## src/rtl/avr_cpu_progmem_arbiter.sv

```systemverilog
// Single-port progmem arbiter: instruction fetch, LPM reads and a byte-serial firmware loader.
// Fetch never loses the port two cycles running; an open load session holds the core in reset.
module avr_cpu_progmem_arbiter #(
    parameter int unsigned ADDR_WIDTH = 9,
    parameter logic [7:0]  FLUSH_FILL = 8'hFF
) (
    input  logic                  clk,
    input  logic                  rst,
    input  logic [ADDR_WIDTH-1:0] fetch_addr,
    output logic                  fetch_stall,
    input  logic                  lpm_req,
    input  logic [15:0]           lpm_addr,
    output logic [7:0]            lpm_data,
    output logic                  lpm_valid,
    input  logic                  ld_start,
    input  logic                  ld_done,
    input  logic                  ld_valid,
    input  logic [7:0]            ld_byte,
    output logic                  ld_ready,
    output logic                  ld_active,
    output logic                  cpu_rst,
    output logic [ADDR_WIDTH-1:0] mem_addr,
    output logic                  mem_we,
    output logic [15:0]           mem_wdata,
    input  logic [15:0]           mem_rdata
);
    typedef enum logic [1:0] {GntFetch, GntLpm, GntWrite} grant_e;

    grant_e                grant;
    logic                  guard_q, guard_d;
    logic                  lpm_valid_q, lpm_valid_d;
    logic                  lpm_sel_q, lpm_sel_d;
    logic [7:0]            lo_q, lo_d;
    logic                  have_lo_q, have_lo_d;
    logic [15:0]           word_q, word_d;
    logic                  pend_q, pend_d;
    logic [ADDR_WIDTH-1:0] waddr_q, waddr_d;
    logic                  active_q, active_d;
    logic                  closing_q, closing_d;
    logic                  unused_lpm_addr;

    // Only the word-address bits of lpm_addr reach the memory.
    assign unused_lpm_addr = ^lpm_addr[15:ADDR_WIDTH+1];

    always_comb begin
        grant = GntFetch;
        if (rst || guard_q) begin
            grant = GntFetch;
        end else if (lpm_req) begin
            grant = GntLpm;
        end else if (pend_q && !ld_start) begin
            grant = GntWrite;
        end
    end

    always_comb begin
        mem_addr    = '0;
        mem_we      = 1'b0;
        mem_wdata   = '0;
        fetch_stall = 1'b0;
        unique case (grant)
            GntFetch: mem_addr = rst ? '0 : fetch_addr;
            GntLpm: begin
                mem_addr    = lpm_addr[ADDR_WIDTH:1];
                fetch_stall = 1'b1;
            end
            GntWrite: begin
                mem_addr    = waddr_q;
                mem_we      = 1'b1;
                mem_wdata   = word_q;
                fetch_stall = 1'b1;
            end
            default: ;
        endcase
    end

    assign ld_ready  = !rst && !pend_q;
    assign ld_active = !rst && active_q;
    assign cpu_rst   = rst || active_q;
    assign lpm_valid = !rst && lpm_valid_q;
    assign lpm_data  = lpm_valid ? (lpm_sel_q ? mem_rdata[15:8] : mem_rdata[7:0]) : 8'h00;

    always_comb begin
        guard_d     = (grant != GntFetch);
        lpm_valid_d = (grant == GntLpm);
        lpm_sel_d   = lpm_sel_q;
        lo_d        = lo_q;
        have_lo_d   = have_lo_q;
        word_d      = word_q;
        pend_d      = pend_q;
        waddr_d     = waddr_q;
        active_d    = active_q;
        closing_d   = closing_q;

        if (grant == GntLpm) begin
            lpm_sel_d = lpm_addr[0];
        end
        if (grant == GntWrite) begin
            pend_d  = 1'b0;
            waddr_d = waddr_q + ADDR_WIDTH'(1);
        end
        if (active_q && ld_valid && !pend_q) begin
            if (have_lo_q) begin
                word_d    = {ld_byte, lo_q};
                pend_d    = 1'b1;
                have_lo_d = 1'b0;
            end else begin
                lo_d      = ld_byte;
                have_lo_d = 1'b1;
            end
        end
        // An odd trailing byte is padded and flushed before the session closes.
        if (ld_done && active_q) begin
            closing_d = 1'b1;
            if (have_lo_d) begin
                word_d    = {FLUSH_FILL, lo_d};
                pend_d    = 1'b1;
                have_lo_d = 1'b0;
            end
        end
        if (closing_d && !pend_d) begin
            active_d  = 1'b0;
            closing_d = 1'b0;
        end
        if (ld_start) begin
            active_d  = 1'b1;
            have_lo_d = 1'b0;
            pend_d    = 1'b0;
            waddr_d   = '0;
            closing_d = 1'b0;
        end
    end

    always_ff @(posedge clk) begin
        if (rst) begin
            guard_q     <= 1'b0;
            lpm_valid_q <= 1'b0;
            lpm_sel_q   <= 1'b0;
            lo_q        <= '0;
            have_lo_q   <= 1'b0;
            word_q      <= '0;
            pend_q      <= 1'b0;
            waddr_q     <= '0;
            active_q    <= 1'b0;
            closing_q   <= 1'b0;
        end else begin
            guard_q     <= guard_d;
            lpm_valid_q <= lpm_valid_d;
            lpm_sel_q   <= lpm_sel_d;
            lo_q        <= lo_d;
            have_lo_q   <= have_lo_d;
            word_q      <= word_d;
            pend_q      <= pend_d;
            waddr_q     <= waddr_d;
            active_q    <= active_d;
            closing_q   <= closing_d;
        end
    end
endmodule
```

## config.mk

```make
export PLATFORM = sky130hd
export DESIGN_NAME = avr_cpu_progmem_arbiter
export DESIGN_NICKNAME = d
export VERILOG_FILES = /design/src/rtl/avr_cpu_progmem_arbiter.sv
export SDC_FILE = /design/constraint.sdc
export NUM_CORES = 1
export LEC_CHECK = 0
export BUFFER_PORTS_ARGS = -buffer_cell sky130_fd_sc_hd__buf_2
export CORE_ASPECT_RATIO = 1.5
export CORE_MARGIN = 3
export CORE_UTILIZATION = 50
export CTS_CLUSTER_SIZE = 30
export DETAILED_ROUTE_END_ITERATION = 12
export PLACE_DENSITY_LB_ADDON = 0.15
export REMOVE_ABC_BUFFERS = 1
export SYNTH_ARGS = -nofsm -noshare
export SYNTH_HDL_FRONTEND = slang
export SYNTH_SLANG_ARGS = --single-unit
```

## constraint.sdc

```tcl
create_clock -name clk -period 5.5 [get_ports clk]
set_clock_uncertainty 0.2 [all_clocks]
set_input_delay 1.1 -clock clk [delete_from_list [all_inputs] [get_ports clk]]
set_output_delay 1.1 -clock clk [all_outputs]
set_load 0.01 [all_outputs]
```

==> flow_summary_export.csv, run 1 <==
group,metric,value,unit
status,outcome,"completed",
synth,synth_edf_count,0,
grt,grtUsageMet2,0.3866,
route,drt_iter0_drc,105,
timing,setup_viol,0,
grt,track_usage,0.2260,
route,drc,0,
synth,synth.distinct_cells,37,
clock_tree,cts_sinks,40,
synth,avgSynthCellArea,7.981,µm²
floorplanning,die_h,84.75,µm
final_layout,syn_to_final_growth,25.91,%
final_layout,multi_input_area,1161,µm²
synth,synth.top_cell.area_share,0.3874,
timing,relSlewSlack,0.4292,
worst_setup_path,r2r_setup_slack,3080,ps
worst_setup_path,reg2reg_depth,4,
min_path,hold_start,"lo_q[4]",
pwr,power_density,241.0,nW/µm²
grt,grt_pass1_wl,8894,µm
synth,synth_ff_type,"dfxtp_1",
synth,synthTopCellsByCount,"dfxtp_1, nand2_1, a21oi_1",
timing,worst_pin_slew,855.0,ps
final_layout,final.fill_count,383,
grt,met3_usage,0.05077,
worst_setup_path,path_class,"in -> out",
synth,ys_seq_area_frac,0.3874,
clock_tree,worstSkewPairLatency,290,ps
min_path,whs_path_depth,2,
grt,antenna_found_initial,0,
floorplanning,coreArea,3959,µm²
clock_tree,ctsHoldBuffers,0,
timing,final-hold-violation-count,0,
route,ant_nets,0,
timing,rsz0062_at_grt,"false",
synth,yosysMostFrequentCell,"dfxtp_1",
placed_design,place.gp.congestion,0.7862,
floorplanning,die_area,4957,µm²
synth,synthTopCellsByArea,"dfxtp_1, nand2_1, and3_1, a21oi_1, mux2i_1",
timing,max_freq,0.2519,GHz
worst_setup_path,critPathMaxFanout,20,
route,firstDrtPassIters,4,
final_layout,diodes,0,
floorplanning,initial_core_util,0.5221,
grt,grt_pass1_vias,2009,
worst_setup_path,crit_arrival,2670,ps
synth,syn-cell-area,2067,µm²
pwr,vdd_drop_max,0.2572,mV
synth,syn_inst,259,
clock_tree,cts_resized,0,
synth,async_flop_share,0,
placed_design,place_hpwl,3880,µm
route,vias,2138,
floorplanning,core.rowCount,28,
clock_tree,cts_tree,"built",
floorplanning,die_x,58.50,µm
timing,fin_tns_setup,0,ps
timing,fin_crit_sh,0.7219,
clock_tree,cts_inserted_buffers,5,
floorplanning,pin_count,94,
final_layout,drive_gt1_frac,0.3116,
grt,overflow,0,
timing,holdWs,260.1,ps
worst_setup_path,r2r-start,"pend_q",
synth,yosysWarnings,0,
clock_tree,htreeDepth,2,
worst_setup_path,slowest_stage,"and2_1",
job,cap_violations,0,
worst_setup_path,critPathLaunchType,"input pin",
worst_setup_path,path_cells,"buf_2, nor4_2, buf_4, and2_1, a22o_1, a21o_1, buf_2",
synth,ys_ff_latch,40,
grt,grt_util_met1,0.2667,
clock_tree,clock_path_buffers,2,
route,wl,5399,µm
placed_design,port_buffers,87,
route,routedWlPerCell,14.13,µm
pwr,power_leakage,1.274,nW
grt,grt_max_degree,35,
final_layout,ff_latch_area,800.8,µm²
worst_setup_path,crit_path_end_kind,"output port",
worst_setup_path,cp_slowest_stage_delay,470,ps
clock_tree,post_cts_buffers,0,
min_path,hold_path_class,"reg -> reg",
clock_tree,clkSlewWorstSetupHoldPaths,70,ps
synth,yosysTopAreaCell,"dfxtp_1",
worst_setup_path,critPathRequiredTime,4200,ps
worst_setup_path,cp_common_cell,"buf_2",
worst_setup_path,startpoint,"ld_start",
final_layout,layout.nets,392,
timing,slew_violations,0,
route,viasPerCell,5.597,
clock_tree,cts-root-buf,"clkbuf_8",
timing,timing.final.crit_period,3970,ps
grt,busiest_layer,"met2",
cell type report:
class                           count  share of cell area
Clock buffer                        6             0.02788
Clock inverter                      2             0.01346
Inverter                            3            0.004327
Multi-Input combinational cell    195              0.4462
Sequential cell                    40              0.3077
Tap cell                           45             0.02163
Timing Repair Buffer               91              0.1788
final timing paths:
check / endpoint
min reg2reg: lo_q[4]
max reg2reg: word_q[4]
min: lo_q[4]
max: mem_addr[6]
power by group:
| part | internal, W | switching [W] | leakage (nW) | total [W] |
|---|---|---|---|---|
| sequential | 0.000299 | 0.00000992 | 0.325 | 0.000309 |
| combinational | 0.0000399 | 0.0000426 | 0.894 | 0.0000825 |
| clock | 0.000135 | 0.000101 | 0.0552 | 0.000236 |
| total | 0.000474 | 0.000154 | 1.27 | 0.000627 |
worst max-delay path: cells and delay by family:
kind / cells / cell delay (ps)
buffers and inverters: 3 / 520
AO/OA/AOI/OAI: 2 / 310
AND/OR/NAND/NOR: 2 / 730
state kept, by name, summed over array words and instances, names as in the netlist:
signal	cells
active_q	1
lpm_sel_q	1
lo_q	8
have_lo_q	1
lpm_valid_q	1
waddr_q	9
guard_q	1
word_q	16
closing_q	1
pend_q	1
stage by stage:
stage | worst slack (ps) | utilization | std cells | power, W | area [µm²]
after floorplan | 1096 | - | 238 | 0.0003552 | 1967
after global placement | 1560 | 0.6302 | 374 | 0.0003968 | 2495
after detailed placement | 1518 | 0.6302 | 374 | 0.0003984 | 2495
after CTS | 1507 | 0.6574 | 382 | 0.0006325 | 2603
after global routing | 1397 | 0.6574 | 382 | 0.0006538 | 2603
final | 1530 | 0.6574 | 382 | 0.0006272 | 2603
layer usage:
metal  routed length, µm  vias to the layer above
li1                    -                     1067
met1                2126                      989
met4                  93                        0
met5                   0                        -
met3                 446                        8
met2                2732                       74
logic make-up (layout without fill, tap and decap cells):
group                    Yosys count  after routing  synth area share
flip-flops                        40             40            0.3874
AO/OA/AOI/OAI                     63             63            0.1949
XOR/XNOR                           7              7           0.02966
multiplexers                       9              9           0.04359
buffers and inverters             24            102           0.05388
AND/OR/NAND/NOR                  114            114            0.2797
adder cells (fa/ha/maj)            2              2           0.01090
cells in the final DEF (no fill, tap or decap), types with 2 or more instances in the layout:
cell type	Yosys	final
nand4_1	2	2
buf_2	2	87
o21ai_0	2	2
nor3_1	11	11
nand3_1	4	4
a22o_1	9	9
nand2b_1	5	5
dfxtp_1	40	40
and3_1	19	19
a21oi_1	22	22
a21o_1	10	10
clkbuf_8	0	5
buf_4	1	4
xor2_1	3	3
inv_1	3	3
mux2i_1	9	9
xnor2_1	4	4
or2_2	4	4
nor2b_1	2	2
nand2_1	38	38
nor2_1	20	20
o22ai_1	8	8
a31oi_1	9	9
Power figures use the tool's default switching activity.
==> inputs of run 2 (changes only) <==
- CORE_UTILIZATION: 50 -> 42
- clock period: 5.5 -> 3.5 ns (I/O delays scaled with it)
==> run 2 against run 1 <==
Global-route usage is 3.7 points lower. Wire length is 1.6% higher. Hold slack worse by 0.87 ps. Sequential power is 57% higher. Power is 45% higher. Core utilization is 9.7 points lower. Critical path type unchanged. Die area is 17% higher. Critical path depth is 1 lower. First-iteration DRC count is 37% lower. Worst setup slack worse by 970 ps. Clock-buffer cell count is 1 lower. Sequential share of layout area is 0.059 points lower.
==> flow_summary_export.csv, run 2 (same netlist as run 1, synthesis figures left out) <==
group,metric,value,unit
clock_tree,post_cts_buffers,0,
final_layout,reg_top3,"word_q x16, waddr_q x9, lo_q x8",
clock_tree,worstSkewPairLatency,290,ps
pwr,power_density,349.6,nW/µm²
timing,slew_violations,0,
route,vias,2102,
route,ant_nets,0,
placed_design,dpl_worst_slack,546.1,ps
timing,fin_crit_sh,0.8399,
floorplanning,die_area,5817,µm²
worst_setup_path,critPathMaxFanout,14,
worst_setup_path,critPathLaunchType,"input pin",
pwr,finalPower,0.0009117,W
clock_tree,cts_resized,0,
placed_design,placed_cell_area,2526,µm²
final_layout,finish.utilization,0.5602,
floorplanning,coreArea,4654,µm²
worst_setup_path,critPathRequiredTime,2600,ps
route,firstDrtPassIters,4,
pwr,power_leakage,1.264,nW
timing,max_freq,0.3402,GHz
grt,track_usage,0.1891,
floorplanning,core.rowCount,30,
timing,setup_viol,0,
worst_setup_path,cp_common_cell,"buf_2",
final_layout,syn_to_final_growth,26.15,%
grt,antenna_found_initial,0,
clock_tree,cts_sinks,40,
worst_setup_path,path_cells,"buf_2, nor4_2, and2_1, a22o_1, a21o_1, buf_2",
timing,final.setup.worst_slack,560.4,ps
placed_design,place.gp.congestion,0.7724,
timing,worst_pin_slew,665.5,ps
final_layout,layout_commonest_cell,"buf_2",
clock_tree,ctsHoldBuffers,0,
worst_setup_path,slowest_stage,"and2_1",
job,cap_violations,0,
clock_tree,clkSlewWorstSetupHoldPaths,80,ps
worst_setup_path,crit_arrival,2040,ps
route,drc,0,
clock_tree,clock_path_buffers,2,
route,wl,5486,µm
floorplanning,pin_count,94,
timing,timing.final.crit_period,2940,ps
final_layout,drive_gt1_frac,0.3145,
grt,grt_max_degree,33,
final_layout,layout.nets,393,
final_layout,diodes,0,
worst_setup_path,path_delay_family,"simple AND/OR/NAND/NOR gates",
grt,grt_pass1_wl,8880,µm
placed_design,port_buffers,87,
timing,holdWs,259.2,ps
placed_design,place_hpwl,3961,µm
floorplanning,die_h,91.92,µm
worst_setup_path,crit_path_end_kind,"output port",
timing,relSlewSlack,0.5544,
grt,grt_pass1_vias,1983,
clock_tree,cts_inserted_buffers,5,
floorplanning,die_x,63.28,µm
grt,overflow,0,
route,routedWlPerCell,13.68,µm
worst_setup_path,path_buf_inv,2,
worst_setup_path,cp_slowest_stage_delay,490,ps
clock_tree,cts_tree,"built",
final_layout,largest-register,"word_q",
route,drt_iter0_drc,66,
min_path,hold_path_class,"reg -> reg",
status,outcome,"completed",
worst_setup_path,path_class,"in -> out",
clock_tree,htreeDepth,2,
timing,final-hold-violation-count,0,
timing,rsz0062_at_grt,"false",
final_layout,final.fill_count,471,
clock_tree,cts-root-buf,"clkbuf_8",
pwr,vdd_drop_max,0.3690,mV
final_layout,largest_register_ffs,16,
final_layout,final_cell_mix,"buf_2, dfxtp_1, nand2_1",
floorplanning,initial_core_util,0.4441,
final_layout,fin_area,2608,µm²
route,viasPerCell,5.242,
## run 2: routing by layer
metal,global-route usage,part of all wire,vias to the layer above
li1,-,-,1069
met3,0.05392,0.087,12
met5,0,0,-
met1,0.1979,0.41,937
met4,0.1153,0.033,0
met2,0.3295,0.47,84
## run 2: final cells by class
type,count,area [µm²],area share
multi-input combinational,195,1161,0.4453
sequential,40,800.8,0.3071
tap,64,80.08,0.03071
clock inverter,2,12.51,0.004798
inverter,3,11.26,0.004319
timing repair buffer,92,473.0,0.1814
clock buffer,5,68.82,0.02639
## run 2: tightest hold or removal path, delay by kind of cell, from the launching register on
kind	cells	cell delay [ps]
DFF	1	320
AOI/OAI and AO/OA	1	50
and+or+nand+nor	1	50
## run 2: per-stage QoR
step                      std cells  setup TNS (ps)
after floorplan                 238          -937.1
after global placement          394               0
after detailed placement        394               0
after CTS                       401               0
after global routing            401               0
final                           401               0
## run 2: where the power goes
part	switching [W]	total (W)	leakage, nW	internal, W
sequential	0.0000153	0.000485	0.325	0.000470
combinational	0.0000674	0.000130	0.899	0.0000629
clock	0.000161	0.000296	0.0400	0.000135
total	0.000244	0.000912	1.26	0.000668
## run 2: final timing paths
kind / from / end / slack [ps] / cells past startpoint
min: lo_q[3] / lo_q[3] / 260 / 2
min reg2reg: lo_q[3] / lo_q[3] / 260 / 2
max reg2reg: pend_q / word_q[4] / 1190 / 5
max: ld_start / mem_addr[2] / 560 / 6
